**config.mk**
```make
export PLATFORM = sky130hd
export DESIGN_NAME = ioctl_mem_arb
export DESIGN_NICKNAME = d
export VERILOG_FILES = /design/src/rtl/ioctl_mem_arb.sv
export SDC_FILE = /design/constraint.sdc
export NUM_CORES = 1
export LEC_CHECK = 0
export ABC_AREA = 1
export CAP_MARGIN = 20
export CORE_MARGIN = 2
export CORE_UTILIZATION = 53
export DETAILED_ROUTE_END_ITERATION = 6
export GPL_ROUTABILITY_DRIVEN = 0
export PLACE_DENSITY = 0.8
export SETUP_SLACK_MARGIN = 0.1
export SYNTH_ARGS = -nofsm -noshare
export SYNTH_HDL_FRONTEND = slang
export SYNTH_SLANG_ARGS = --single-unit
export TNS_END_PERCENT = 30
```
**constraint.sdc**
```tcl
create_clock -name clk_sys -period 3.2 [get_ports clk_sys]
set_input_delay 0.48 -clock clk_sys [delete_from_list [all_inputs] [get_ports clk_sys]]
set_output_delay 0.48 -clock clk_sys [all_outputs]
set_load 0.005 [all_outputs]
```
**src/rtl/ioctl_mem_arb.sv**
```systemverilog
// Arbitrates one single-port RAM between the CPU bus and the hps_io download/erase
// write stream, buffering ioctl writes in a small FIFO that always wins over the CPU.
module ioctl_mem_arb #(
    parameter int AW         = 25,
    parameter int DW         = 8,
    parameter int FIFO_DEPTH = 4
) (
    input  logic          clk_sys,
    input  logic          reset_n,
    input  logic          ioctl_download,
    input  logic          ioctl_erasing,
    input  logic          ioctl_wr,
    input  logic [AW-1:0] ioctl_addr,
    input  logic [DW-1:0] ioctl_dout,
    input  logic          cpu_req,
    input  logic          cpu_we,
    input  logic [AW-1:0] cpu_addr,
    input  logic [DW-1:0] cpu_din,
    output logic [DW-1:0] cpu_dout,
    output logic          cpu_ack,
    output logic          cpu_hold,
    output logic [AW-1:0] mem_addr,
    output logic [DW-1:0] mem_wdata,
    output logic          mem_ce,
    output logic          mem_we,
    input  logic [DW-1:0] mem_rdata,
    output logic          ioctl_ovf
);

    localparam int PW = (FIFO_DEPTH > 1) ? $clog2(FIFO_DEPTH) : 1;
    localparam int CW = PW + 1;

    typedef enum logic [1:0] {IDLE, IO_ACC, CPU_ACC, RD_LAT} state_t;

    state_t        state_q, state_d;
    logic [DW-1:0] cpu_dout_q, cpu_dout_d;
    logic          cpu_ack_q, cpu_ack_d;
    logic          cpu_hold_q, cpu_hold_d;
    logic [AW-1:0] mem_addr_q, mem_addr_d;
    logic [DW-1:0] mem_wdata_q, mem_wdata_d;
    logic          mem_ce_q, mem_ce_d;
    logic          mem_we_q, mem_we_d;
    logic          ioctl_ovf_q, ioctl_ovf_d;

    logic [AW-1:0] fifo_addr_q [FIFO_DEPTH];
    logic [DW-1:0] fifo_data_q [FIFO_DEPTH];
    logic [PW-1:0] wr_ptr_q, wr_ptr_d;
    logic [PW-1:0] rd_ptr_q, rd_ptr_d;
    logic [CW-1:0] count_q, count_d;
    logic          fifo_empty, fifo_full, pop, push;

    assign fifo_empty = (count_q == '0);
    assign fifo_full  = (count_q == CW'(FIFO_DEPTH));
    assign pop        = (state_q == IDLE) && !fifo_empty;
    // A pop in the same cycle frees a slot, so a push against a full FIFO still lands.
    assign push       = ioctl_wr && (!fifo_full || pop);

    always_comb begin
        wr_ptr_d    = push ? wr_ptr_q + PW'(1) : wr_ptr_q;
        rd_ptr_d    = pop ? rd_ptr_q + PW'(1) : rd_ptr_q;
        count_d     = count_q;
        if (push && !pop) count_d = count_q + CW'(1);
        if (pop && !push) count_d = count_q - CW'(1);
        ioctl_ovf_d = ioctl_ovf_q | (ioctl_wr & fifo_full & ~pop);
        cpu_hold_d  = ioctl_download | ioctl_erasing | ~fifo_empty;
    end

    always_comb begin
        state_d     = state_q;
        cpu_dout_d  = cpu_dout_q;
        cpu_ack_d   = 1'b0;
        mem_addr_d  = mem_addr_q;
        mem_wdata_d = mem_wdata_q;
        mem_ce_d    = 1'b0;
        mem_we_d    = 1'b0;
        case (state_q)
            IDLE: begin
                if (pop) begin
                    mem_addr_d  = fifo_addr_q[rd_ptr_q];
                    mem_wdata_d = fifo_data_q[rd_ptr_q];
                    mem_ce_d    = 1'b1;
                    mem_we_d    = 1'b1;
                    state_d     = IO_ACC;
                end else if (cpu_req && !cpu_hold_q && !cpu_ack_q) begin
                    mem_addr_d  = cpu_addr;
                    mem_wdata_d = cpu_din;
                    mem_ce_d    = 1'b1;
                    mem_we_d    = cpu_we;
                    state_d     = CPU_ACC;
                end
            end
            IO_ACC: state_d = IDLE;
            CPU_ACC: begin
                if (mem_we_q) begin
                    cpu_ack_d = 1'b1;
                    state_d   = IDLE;
                end else begin
                    state_d   = RD_LAT;
                end
            end
            RD_LAT: begin
                cpu_dout_d = mem_rdata;
                cpu_ack_d  = 1'b1;
                state_d    = IDLE;
            end
            default: state_d = IDLE;
        endcase
    end

    always_ff @(posedge clk_sys or negedge reset_n) begin
        if (!reset_n) begin
            state_q     <= IDLE;
            cpu_dout_q  <= '0;
            cpu_ack_q   <= 1'b0;
            cpu_hold_q  <= 1'b0;
            mem_addr_q  <= '0;
            mem_wdata_q <= '0;
            mem_ce_q    <= 1'b0;
            mem_we_q    <= 1'b0;
            ioctl_ovf_q <= 1'b0;
            wr_ptr_q    <= '0;
            rd_ptr_q    <= '0;
            count_q     <= '0;
        end else begin
            state_q     <= state_d;
            cpu_dout_q  <= cpu_dout_d;
            cpu_ack_q   <= cpu_ack_d;
            cpu_hold_q  <= cpu_hold_d;
            mem_addr_q  <= mem_addr_d;
            mem_wdata_q <= mem_wdata_d;
            mem_ce_q    <= mem_ce_d;
            mem_we_q    <= mem_we_d;
            ioctl_ovf_q <= ioctl_ovf_d;
            wr_ptr_q    <= wr_ptr_d;
            rd_ptr_q    <= rd_ptr_d;
            count_q     <= count_d;
        end
    end

    always_ff @(posedge clk_sys) begin
        if (push) begin
            fifo_addr_q[wr_ptr_q] <= ioctl_addr;
            fifo_data_q[wr_ptr_q] <= ioctl_dout;
        end
    end

    assign cpu_dout  = cpu_dout_q;
    assign cpu_ack   = cpu_ack_q;
    assign cpu_hold  = cpu_hold_q;
    assign mem_addr  = mem_addr_q;
    assign mem_wdata = mem_wdata_q;
    assign mem_ce    = mem_ce_q;
    assign mem_we    = mem_we_q;
    assign ioctl_ovf = ioctl_ovf_q;

endmodule

```
==> results.yml, run 1 <==
pwr:
  power.static_leakage_uw: 0.00357
  report.power.total_uw: 8890
  share_clk_of_total_power_pct: 22.9
  irDropWorstVdd_v: 0.000485
  p_comb_share_pct: 37.0
  seq_power_share_pct: 40.1
  powerDensity_nw_per_um2: 933
  swShare_pct: 35.4
  power.internal_uw: 5750
  p_switching_uw: 3140
synth:
  netlist_area_um2: 7540
  synthFlopType: "sky130_fd_sc_hd__edfxtp_1"
  commonest_cells_post_synth: "186 x sky130_fd_sc_hd__nor2_1, 132 x sky130_fd_sc_hd__edfxtp_1, 84 x sky130_fd_sc_hd__o21ai_0"
  synth.area.top_cells: "sky130_fd_sc_hd__edfxtp_1 53%, sky130_fd_sc_hd__dfrtp_1 18%, sky130_fd_sc_hd__nor2_1 9.3%"
  synthesized_instance_count: 651
  yosys.cell_count.top_type: "sky130_fd_sc_hd__nor2_1"
  yosysUniqueCellTypes: 29
  syn-num-nets: 737
  post-synth-top-area-cell: "sky130_fd_sc_hd__edfxtp_1"
  mean_post_synth_cell_area_um2: 11.6
  synth_async_sr_flop_share_pct: 29.4
  synth_sequential_area_ratio_pct: 70.8
  ys_seq_elements: 187
  synth_enable_flop_cells: 132
  yosys_warnings: 0
  post-synth-top-area-fraction_pct: 52.5
clock_tree:
  cts-hold-fix-buffers: 0
  cts.clk_slew.worst_paths_ns: 0.07
  cts-root-to-sink-buffers: 2
  post_cts_resize_count: 0
  tritoncts: "yes"
  htree_num_levels: 4
  clock-sinks: 187
  post_cts_setup_repair_buffer_count: 0
  clock_tree_root_driver_cell: "sky130_fd_sc_hd__clkbuf_16"
  clk_latency_ns: 0.44
  cts_made_buffers: 17
routing:
  drt_wl_total_mm: 16.5
  ant_nets: 0
  drt_iter0_drc: 415
  num_vias: 5283
  routed_wire_length_per_instance_um: 17.2
  vias_per_cell: 5.48
  drt_first_pass_iters: 5
  route.detailed.drc: 0
floorplanning:
  num_io_pins: 127
  die-height_um: 123
  die_w_um: 123
  fp.dieArea_um2: 15200
  fp-row-count: 43
  start_util_pct: 54.4
  core_area_um2: 13900
global_routing:
  grt_first_pass_wirelength_mm: 25.2
  use_met1_pct: 27.9
  grt_busiest_layer: "met2"
  grt_start_max_net_pins: 68
  grt_overflow: 0
  antenna_violations_before_repair: 0
  groute.layer.met3.usage_pct: 5.12
  grt_usage_pct: 22.4
  use_met2_pct: 37.9
  grt_pass1_vias: 5145
layout:
  final_cells: 964
  fillers: 968
  count_of_inserted_antenna_diode_cells: 0
  final_core_utilization_pct: 68.6
  finalNetCount: 857
  final_layout_size_suffix_gt1_share_pct: 8.04
  synthToLayoutAreaGrowth_pct: 26.3
run_status:
  run_status: "finished, final reports clean"
timing:
  final_number_of_max_transition_violations: 0
  post-route-period-util_pct: 73.7
  layout_skew_ns: 0.0128
  finalSetupTns_ns: 0
  relSlewSlack_pct: 27.0
  final_period_minus_worst_setup_slack_ns: 2.36
  worst_slew_pin_slew_ns: 1.09
  hold_viol_final: 0
  maxClockFrequency_mhz: 424
  fin_worst_hold_slack_ns: 0.119
  setup_violations: 0
  rsz0062_at_grt: "no"
setup_path:
  cpMaxStageDelayCell: "sky130_fd_sc_hd__nor2_4"
  timing_worst_setup_path_type: "flip-flop to flip-flop"
  critPathArrivalTime_ns: 2.50
  cp-end-kind: "flip-flop"
  critPathMaxFanout: 21
  timing.critical_path.required_ns: 3.34
  worst_path_cell_chain: "nor2_4 > inv_1 > nand3_1 > nand2_1 > nor2_4 > buf_4"
  setup.worst_path.start_class: "flip-flop"
  timing.critical_path.mode_cell: "sky130_fd_sc_hd__nor2_4"
  timing.critical_path.slowest_cell_delay_ns: 0.65
job:
  max_cap_viol_count: 0
placement:
  portBuffers: 126
  place_hpwl_mm: 10.4
  place.detailed.instances: 932
worst_hold_path:
  worstHoldPathType: "primary input to async pin"
==> critical path: cells and delay by family (launching register included) <==
family | cells | cell delay [ns]
simple gates | 4 | 1.26
flops | 1 | 0.43
buf+inv | 2 | 0.37
==> power by group through the flow <==
stage	clock (uW)	sequential (uW)	combinational [uW]
6_report	2040	3570	3290
3_5_place_dp	0	3610	3280
5_1_grt	2150	3630	3650
4_1_cts	2060	3570	3310
2_1_floorplan	0	3600	2050
3_3_place_gp	0	3580	3130
==> worst paths after layout <==
check,slack (ns),depth (start not counted),from,end
worst max-delay path,0.84,6,state_q[0],fifo_addr_q[3][14]
worst min-delay path,0.12,1,reset_n,mem_addr[6]
worst max register to register,0.84,6,state_q[0],fifo_addr_q[3][14]
worst min register to register,0.48,1,ioctl_ovf,ioctl_ovf
max in group asynchronous,2.22,2,reset_n,count_q[0]
min in group clk_sys,0.48,1,ioctl_ovf,ioctl_ovf
==> through the flow <==
stage          setup slack (ns)  cell area [um^2]
6_report                  0.842              9530
5_1_grt                   0.709              9530
4_1_cts                   0.814              9530
3_5_place_dp              0.605              8950
3_3_place_gp              0.671              8950
2_1_floorplan             0.485              7540
==> layout make-up <==
| type | count | area (um^2) | area share, % |
|---|---|---|---|
| Clock buffer | 17 | 425 | 4.46 |
| Clock inverter | 15 | 151 | 1.59 |
| Multi-Input combinational cell | 409 | 1970 | 20.6 |
| Sequential cell | 187 | 5340 | 56.1 |
| Inverter | 20 | 75.1 | 0.788 |
| Tap cell | 180 | 225 | 2.36 |
| Timing Repair Buffer | 136 | 1340 | 14.1 |
==> state kept, by name (all words and copies together) (netlist names), 2 cells and up <==
signal and count:
fifo_addr_q 100, fifo_data_q 32, mem_addr 25, cpu_dout 8
mem_wdata 8, count_q 3, rd_ptr_q 2, state_q 2
wr_ptr_q 2
==> layer usage <==
metal / vias up / share of wire (%)
met5: - / 0
met4: 0 / 1.7
met3: 26 / 7.4
met2: 219 / 51
met1: 2571 / 40
li1: 2467 / -
==> logic make-up (layout without fill, tap and decap cells) <==
kind of cell | count (synthesis) | after routing | share of synthesized area [%]
mux | 9 | 9 | 1.33
buf+inv | 55 | 188 | 3.57
xor+xnor | 3 | 3 | 0.348
compound gates | 127 | 127 | 9.19
simple gates | 265 | 265 | 13.9
fa+ha+maj | 5 | 5 | 0.929
flops | 187 | 187 | 70.8
==> placed cells by master, fill, tap and decap left out, types with 3 or more instances in the layout <==
master / instances
sky130_fd_sc_hd__nor2_1: 182
sky130_fd_sc_hd__a21oi_1: 13
sky130_fd_sc_hd__inv_2: 3
sky130_fd_sc_hd__xor2_1: 3
sky130_fd_sc_hd__ha_1: 4
sky130_fd_sc_hd__edfxtp_1: 132
sky130_fd_sc_hd__nand3_1: 5
sky130_fd_sc_hd__dfrtp_1: 54
sky130_fd_sc_hd__nand2_1: 64
sky130_fd_sc_hd__clkbuf_16: 17
sky130_fd_sc_hd__inv_1: 17
sky130_fd_sc_hd__nor2_4: 6
sky130_fd_sc_hd__o21ai_0: 84
sky130_fd_sc_hd__buf_4: 9
sky130_fd_sc_hd__mux2_2: 8
sky130_fd_sc_hd__clkinv_4: 5
sky130_fd_sc_hd__o211ai_1: 21
sky130_fd_sc_hd__clkdlybuf4s50_1: 125
sky130_fd_sc_hd__o21ai_1: 7
sky130_fd_sc_hd__clkinv_2: 4
Note: power is estimated with default switching activity, not from simulation.
==> inputs of run 2 (changes only) <==
==> constraint.sdc (replaced) <==
create_clock -name clk_sys -period 2.3 [get_ports clk_sys]
set_input_delay 0.345 -clock clk_sys [delete_from_list [all_inputs] [get_ports clk_sys]]
set_output_delay 0.345 -clock clk_sys [all_outputs]
set_load 0.005 [all_outputs]
==> run 2 against run 1 <==
Against the previous run: worst setup slack worse by 0.56 ns; non-clock buffer count up 6; core utilization up 0.96 points; worst hold slack better by 0.28 ns; critical path depth up 2; sequential share of layout area down 0.78 points; global-route usage up 0.49 points; sequential power up 39%; final cell count up 0.62%; cell area up 1.4%; highest routed layer unchanged.
==> results.yml, run 2 (synthesis gave the netlist of run 1 again) <==
layout:
  fillers: 925
  largest_reg_by_ff_count: "fifo_addr_q"
  seq_area_um2: 5340
  largest_reg_flops: 100
  final_layout_size_suffix_gt1_share_pct: 8.35
  final_cells: 970
  final_core_utilization_pct: 69.6
  count_of_inserted_antenna_diode_cells: 0
  finalNetCount: 863
  synthToLayoutAreaGrowth_pct: 28.1
  multiInputGateArea_um2: 1970
  final_common_cell: "sky130_fd_sc_hd__nor2_1"
  most-common-layout-cells: "182 x sky130_fd_sc_hd__nor2_1, 132 x sky130_fd_sc_hd__edfxtp_1, 125 x sky130_fd_sc_hd__clkdlybuf4s50_1"
setup_path:
  critPathArrivalTime_ns: 2.34
  cp-end-kind: "flip-flop"
  timing_worst_setup_path_type: "flip-flop to flip-flop"
  timing.critical_path.required_ns: 2.62
  setup.worst_path.start_class: "flip-flop"
  critPathMaxFanout: 26
timing:
  setup_violations: 0
  setup_ws_ns: 0.284
  relSlewSlack_pct: 53.9
  final_number_of_max_transition_violations: 0
  layout_skew_ns: 0.0133
  worst_slew_pin_slew_ns: 0.692
  post-route-period-util_pct: 87.6
  final_period_minus_worst_setup_slack_ns: 2.02
  maxClockFrequency_mhz: 496
  hold_viol_final: 0
  rsz0062_at_grt: "no"
routing:
  drt_wl_total_mm: 16.7
  drt_first_pass_iters: 5
  num_vias: 5269
  route.detailed.drc: 0
  vias_per_cell: 5.43
  drt_iter0_drc: 429
  ant_nets: 0
  routed_wire_length_per_instance_um: 17.2
clock_tree:
  cts.clk_slew.worst_paths_ns: 0.07
  clk_latency_ns: 0.43
  tritoncts: "yes"
  clock_tree_root_driver_cell: "sky130_fd_sc_hd__clkbuf_16"
  cts-root-to-sink-buffers: 2
  post_cts_resize_count: 0
  cts_made_buffers: 17
  clock-sinks: 187
  htree_num_levels: 4
pwr:
  p_comb_share_pct: 37.6
  power.internal_uw: 8260
  swShare_pct: 34.8
  share_clk_of_total_power_pct: 23.2
  irDropWorstVdd_v: 0.000822
  powerDensity_nw_per_um2: 1310
  power.static_leakage_uw: 0.00362
  p_switching_uw: 4400
  seq_power_share_pct: 39.2
global_routing:
  grt_first_pass_wirelength_mm: 26.1
  grt_usage_pct: 22.9
  antenna_violations_before_repair: 0
  grt_overflow: 0
  grt_start_max_net_pins: 68
  grt_pass1_vias: 5452
placement:
  place.detailed.instances: 937
  place_hpwl_mm: 10.5
  placement.setup.worst_slack_ns: 0.283
  portBuffers: 126
floorplanning:
  fp.dieArea_um2: 15200
  die-height_um: 123
  num_io_pins: 127
  fp-row-count: 43
  core_area_um2: 13900
  die_w_um: 123
  start_util_pct: 54.4
worst_hold_path:
  worstHoldPathType: "primary input to async pin"
job:
  max_cap_viol_count: 0
run_status:
  run_status: "finished, final reports clean"
run 2: per-layer routing:
layer | GRT usage (%) | up-vias | wire, um
met4 | 9.87 | 0 | 280
met5 | 0 | - | 0
met2 | 38.6 | 200 | 8490
met3 | 5.77 | 25 | 1110
li1 | - | 2473 | -
met1 | 28.0 | 2571 | 6800
run 2: final timing paths:
path                       startpoint           end  slack [ns]  depth (start not counted)
min in group clk_sys        ioctl_ovf     ioctl_ovf        0.49                          1
hold / removal                reset_n   cpu_dout[0]        0.40                          2
setup reg to reg           count_q[2]  mem_addr[12]        0.28                          8
max in group asynchronous     reset_n   rd_ptr_q[0]        1.16                          3
setup / recovery           count_q[2]  mem_addr[12]        0.28                          8
hold reg to reg             ioctl_ovf     ioctl_ovf        0.49                          1
run 2: critical path, cell delays in order (launching register included):
cell and delay, ns:
sky130_fd_sc_hd__dfrtp_1 0.40, sky130_fd_sc_hd__inv_1 0.11, sky130_fd_sc_hd__nand2_4 0.28, sky130_fd_sc_hd__nand2_4 0.23, sky130_fd_sc_hd__inv_2 0.36, sky130_fd_sc_hd__buf_4 0.26, sky130_fd_sc_hd__o211ai_1 0.14, sky130_fd_sc_hd__nand2_1 0.08
sky130_fd_sc_hd__nor2_1 0.04
run 2: final cells by class:
class	count	share of cell area (%)
clock buffer	23	5.06
inverter	20	0.777
multi-input combinational	409	20.3
sequential	187	55.3
clock inverter	9	1.15
tap	180	2.33
timing repair buffer	142	15.0
run 2: metrics by stage:
step / power, uW / area (um^2) / setup TNS (ns) / hold WS (ns)
5_1_grt: 13500 / 9660 / 0 / 0.453
3_3_place_gp: 9460 / 9050 / 0 / 0.309
6_report: 12700 / 9660 / 0 / 0.398
2_1_floorplan: 7860 / 7540 / -54.79 / 0.0494
4_1_cts: 12700 / 9660 / 0 / 0.396
3_5_place_dp: 9750 / 9050 / 0 / 0.316
run 2: timing repair:
| action | in CTS | in global routing |
|---|---|---|
| buffers inserted | 0 | 0 |
| hold buffers | 1 | 0 |
| hold endpoints to repair | 19 | 0 |
run 2: power groups by stage:
stage                     Combinational (uW)  Sequential [uW]  Clock [uW]
after floorplan                         2850             5010           0
after global placement                  4490             4970           0
after detailed placement                4730             5020           0
after CTS                               4790             4960        2960
after global routing                    5320             5050        3090
final                                   4760             4960        2940
==> inputs of run 3 (changes only) <==
--- a/config.mk
+++ b/config.mk
@@ -11,6 +11,7 @@
 export CORE_UTILIZATION = 53
 export DETAILED_ROUTE_END_ITERATION = 6
 export GPL_ROUTABILITY_DRIVEN = 0
+export MAX_ROUTING_LAYER = met4
 export PLACE_DENSITY = 0.8
 export SETUP_SLACK_MARGIN = 0.1
 export SYNTH_ARGS = -nofsm -noshare
==> run 3 against run 2 <==
Against the previous run: the run now ends with DRC left; sequential power hardly changed; worst hold slack got worse by 0.0016 ns; power fell by 0.16%; worst setup slack better by 0.027 ns.
==> results.yml, run 3 (synthesis gave the netlist of run 1 again) <==
routing:
  drt_first_pass_iters: 7
  drt_iter0_drc: 464
  routed_wire_length_per_instance_um: 17.0
  num_vias: 5274
  drt_wl_total_mm: 16.5
  route.detailed.drc: 1
  vias_per_cell: 5.44
  ant_nets: 0
timing:
  hold_viol_final: 0
  rsz0062_at_grt: "no"
  fin_worst_hold_slack_ns: 0.396
  post-route-period-util_pct: 86.5
  setup_violations: 0
  layout_skew_ns: 0.00964
  final_period_minus_worst_setup_slack_ns: 1.99
  finalSetupTns_ns: 0
  relSlewSlack_pct: 53.2
  final_number_of_max_transition_violations: 0
  maxClockFrequency_mhz: 503
  setup_ws_ns: 0.311
  worst_slew_pin_slew_ns: 0.703
global_routing:
  grt_start_max_net_pins: 68
  grt_pass1_vias: 5454
  grt_usage_pct: 23.5
  grt_overflow: 0
  grt_first_pass_wirelength_mm: 26.0
  antenna_violations_before_repair: 0
setup_path:
  rrSetupSlack_ns: 0.31
  critPathMaxFanout: 26
  worst_path_cell_chain: "inv_1 > nand2_4 > nand2_4 > inv_2 > buf_4 > o211ai_1 > nand2_1 > nor2_1"
  critPathArrivalTime_ns: 2.31
  setup.worst_path.start_class: "flip-flop"
  timing.critical_path.mode_cell: "sky130_fd_sc_hd__nand2_4"
  cp-end-kind: "flip-flop"
  timing_worst_setup_path_type: "flip-flop to flip-flop"
  timing.rr.start: "count_q[2]"
  timing.critical_path.slowest_cell_delay_ns: 0.40
  cpMaxStageDelayCell: "sky130_fd_sc_hd__dfrtp_1"
  timing.critical_path.required_ns: 2.62
  timing.critical_path.from: "count_q[2]"
floorplanning:
  die_w_um: 123
  num_io_pins: 127
  start_util_pct: 54.4
  die-height_um: 123
  core_area_um2: 13900
  fp.dieArea_um2: 15200
  fp-row-count: 43
layout:
  largest_reg_flops: 100
  final_cells: 970
  final_common_cell: "sky130_fd_sc_hd__nor2_1"
  fillers: 925
  synthToLayoutAreaGrowth_pct: 28.1
  finalNetCount: 863
  count_of_inserted_antenna_diode_cells: 0
  most-common-layout-cells: "182 x sky130_fd_sc_hd__nor2_1, 132 x sky130_fd_sc_hd__edfxtp_1, 125 x sky130_fd_sc_hd__clkdlybuf4s50_1"
  largest_reg_by_ff_count: "fifo_addr_q"
  final_layout_size_suffix_gt1_share_pct: 8.35
  design_area_um2: 9660
pwr:
  share_clk_of_total_power_pct: 23.2
  irDropWorstVdd_v: 0.000824
  seq_power_share_pct: 39.2
  power.static_leakage_uw: 0.00362
  swShare_pct: 34.7
  p_comb_share_pct: 37.6
  powerDensity_nw_per_um2: 1310
  p_switching_uw: 4380
  power.internal_uw: 8260
placement:
  dpl_cell_area_um2: 9050
  portBuffers: 126
  placement.setup.worst_slack_ns: 0.283
  place_hpwl_mm: 10.5
  place.detailed.instances: 937
clock_tree:
  cts-root-to-sink-buffers: 2
  tritoncts: "yes"
  cts.clk_slew.worst_paths_ns: 0.07
  post_cts_setup_repair_buffer_count: 0
  cts_made_buffers: 17
  clock_tree_root_driver_cell: "sky130_fd_sc_hd__clkbuf_16"
  clock-sinks: 187
  htree_num_levels: 4
  clk_latency_ns: 0.43
worst_hold_path:
  worstHoldPathType: "primary input to async pin"
run_status:
  failing_checks: "DRC"
  run_status: "finished, violations left"
job:
  max_cap_viol_count: 0
==> run 3: final timing paths <==
| check | to | depth (start not counted) |
|---|---|---|
| hold / removal | cpu_dout[0] | 2 |
| setup reg to reg | mem_addr[12] | 8 |
| setup / recovery | mem_addr[12] | 8 |
| hold reg to reg | ioctl_ovf | 1 |
| min in group clk_sys | ioctl_ovf | 1 |
| max in group asynchronous | rd_ptr_q[0] | 3 |
==> run 3: stage by stage <==
stage | total power, uW | util [%]
after global routing | 13500 | 69.6
after floorplan | 7860 | -
after global placement | 9460 | 65.2
after CTS | 12700 | 69.6
final | 12600 | 69.6
after detailed placement | 9750 | 65.2
==> run 3: worst max-delay path, delay by kind of cell (launching register included) <==
kind,cells,cell delay [ns]
and+or+nand+nor,4,0.63
buffers and inverters,3,0.71
DFF,1,0.40
AOI/OAI and AO/OA,1,0.14
==> run 3: layer usage <==
layer / vias up / routed length, um / GRT usage [%]
li1: 2473 / - / -
met1: 2560 / 6610 / 28.0
met2: 215 / 8360 / 38.7
met3: 26 / 1250 / 5.21
met4: 0 / 297 / 10.1
met5: - / 0 / -
==> run 3: what timing repair did <==
| action | in CTS | in global routing |
|---|---|---|
| hold buffers | 1 | 0 |
| setup endpoints to repair | 0 | 0 |
| resized for setup | 0 | 0 |
| hold endpoints to repair | 19 | 0 |
==> run 3: power by group through the flow <==
stage / combinational [uW] / sequential (uW) / clock (uW)
after floorplan: 2850 / 5010 / 0
after global placement: 4490 / 4970 / 0
after detailed placement: 4730 / 5020 / 0
after CTS: 4790 / 4960 / 2960
after global routing: 5320 / 5050 / 3090
final: 4750 / 4960 / 2930
==> run 3: layout make-up <==
type	instances	area (um^2)	area share, %
clock buffer	23	489	5.06
clock inverter	9	111	1.15
inverter	20	75.1	0.777
multi-input combinational	409	1970	20.3
sequential	187	5340	55.3
tap	180	225	2.33
timing repair buffer	142	1450	15.0
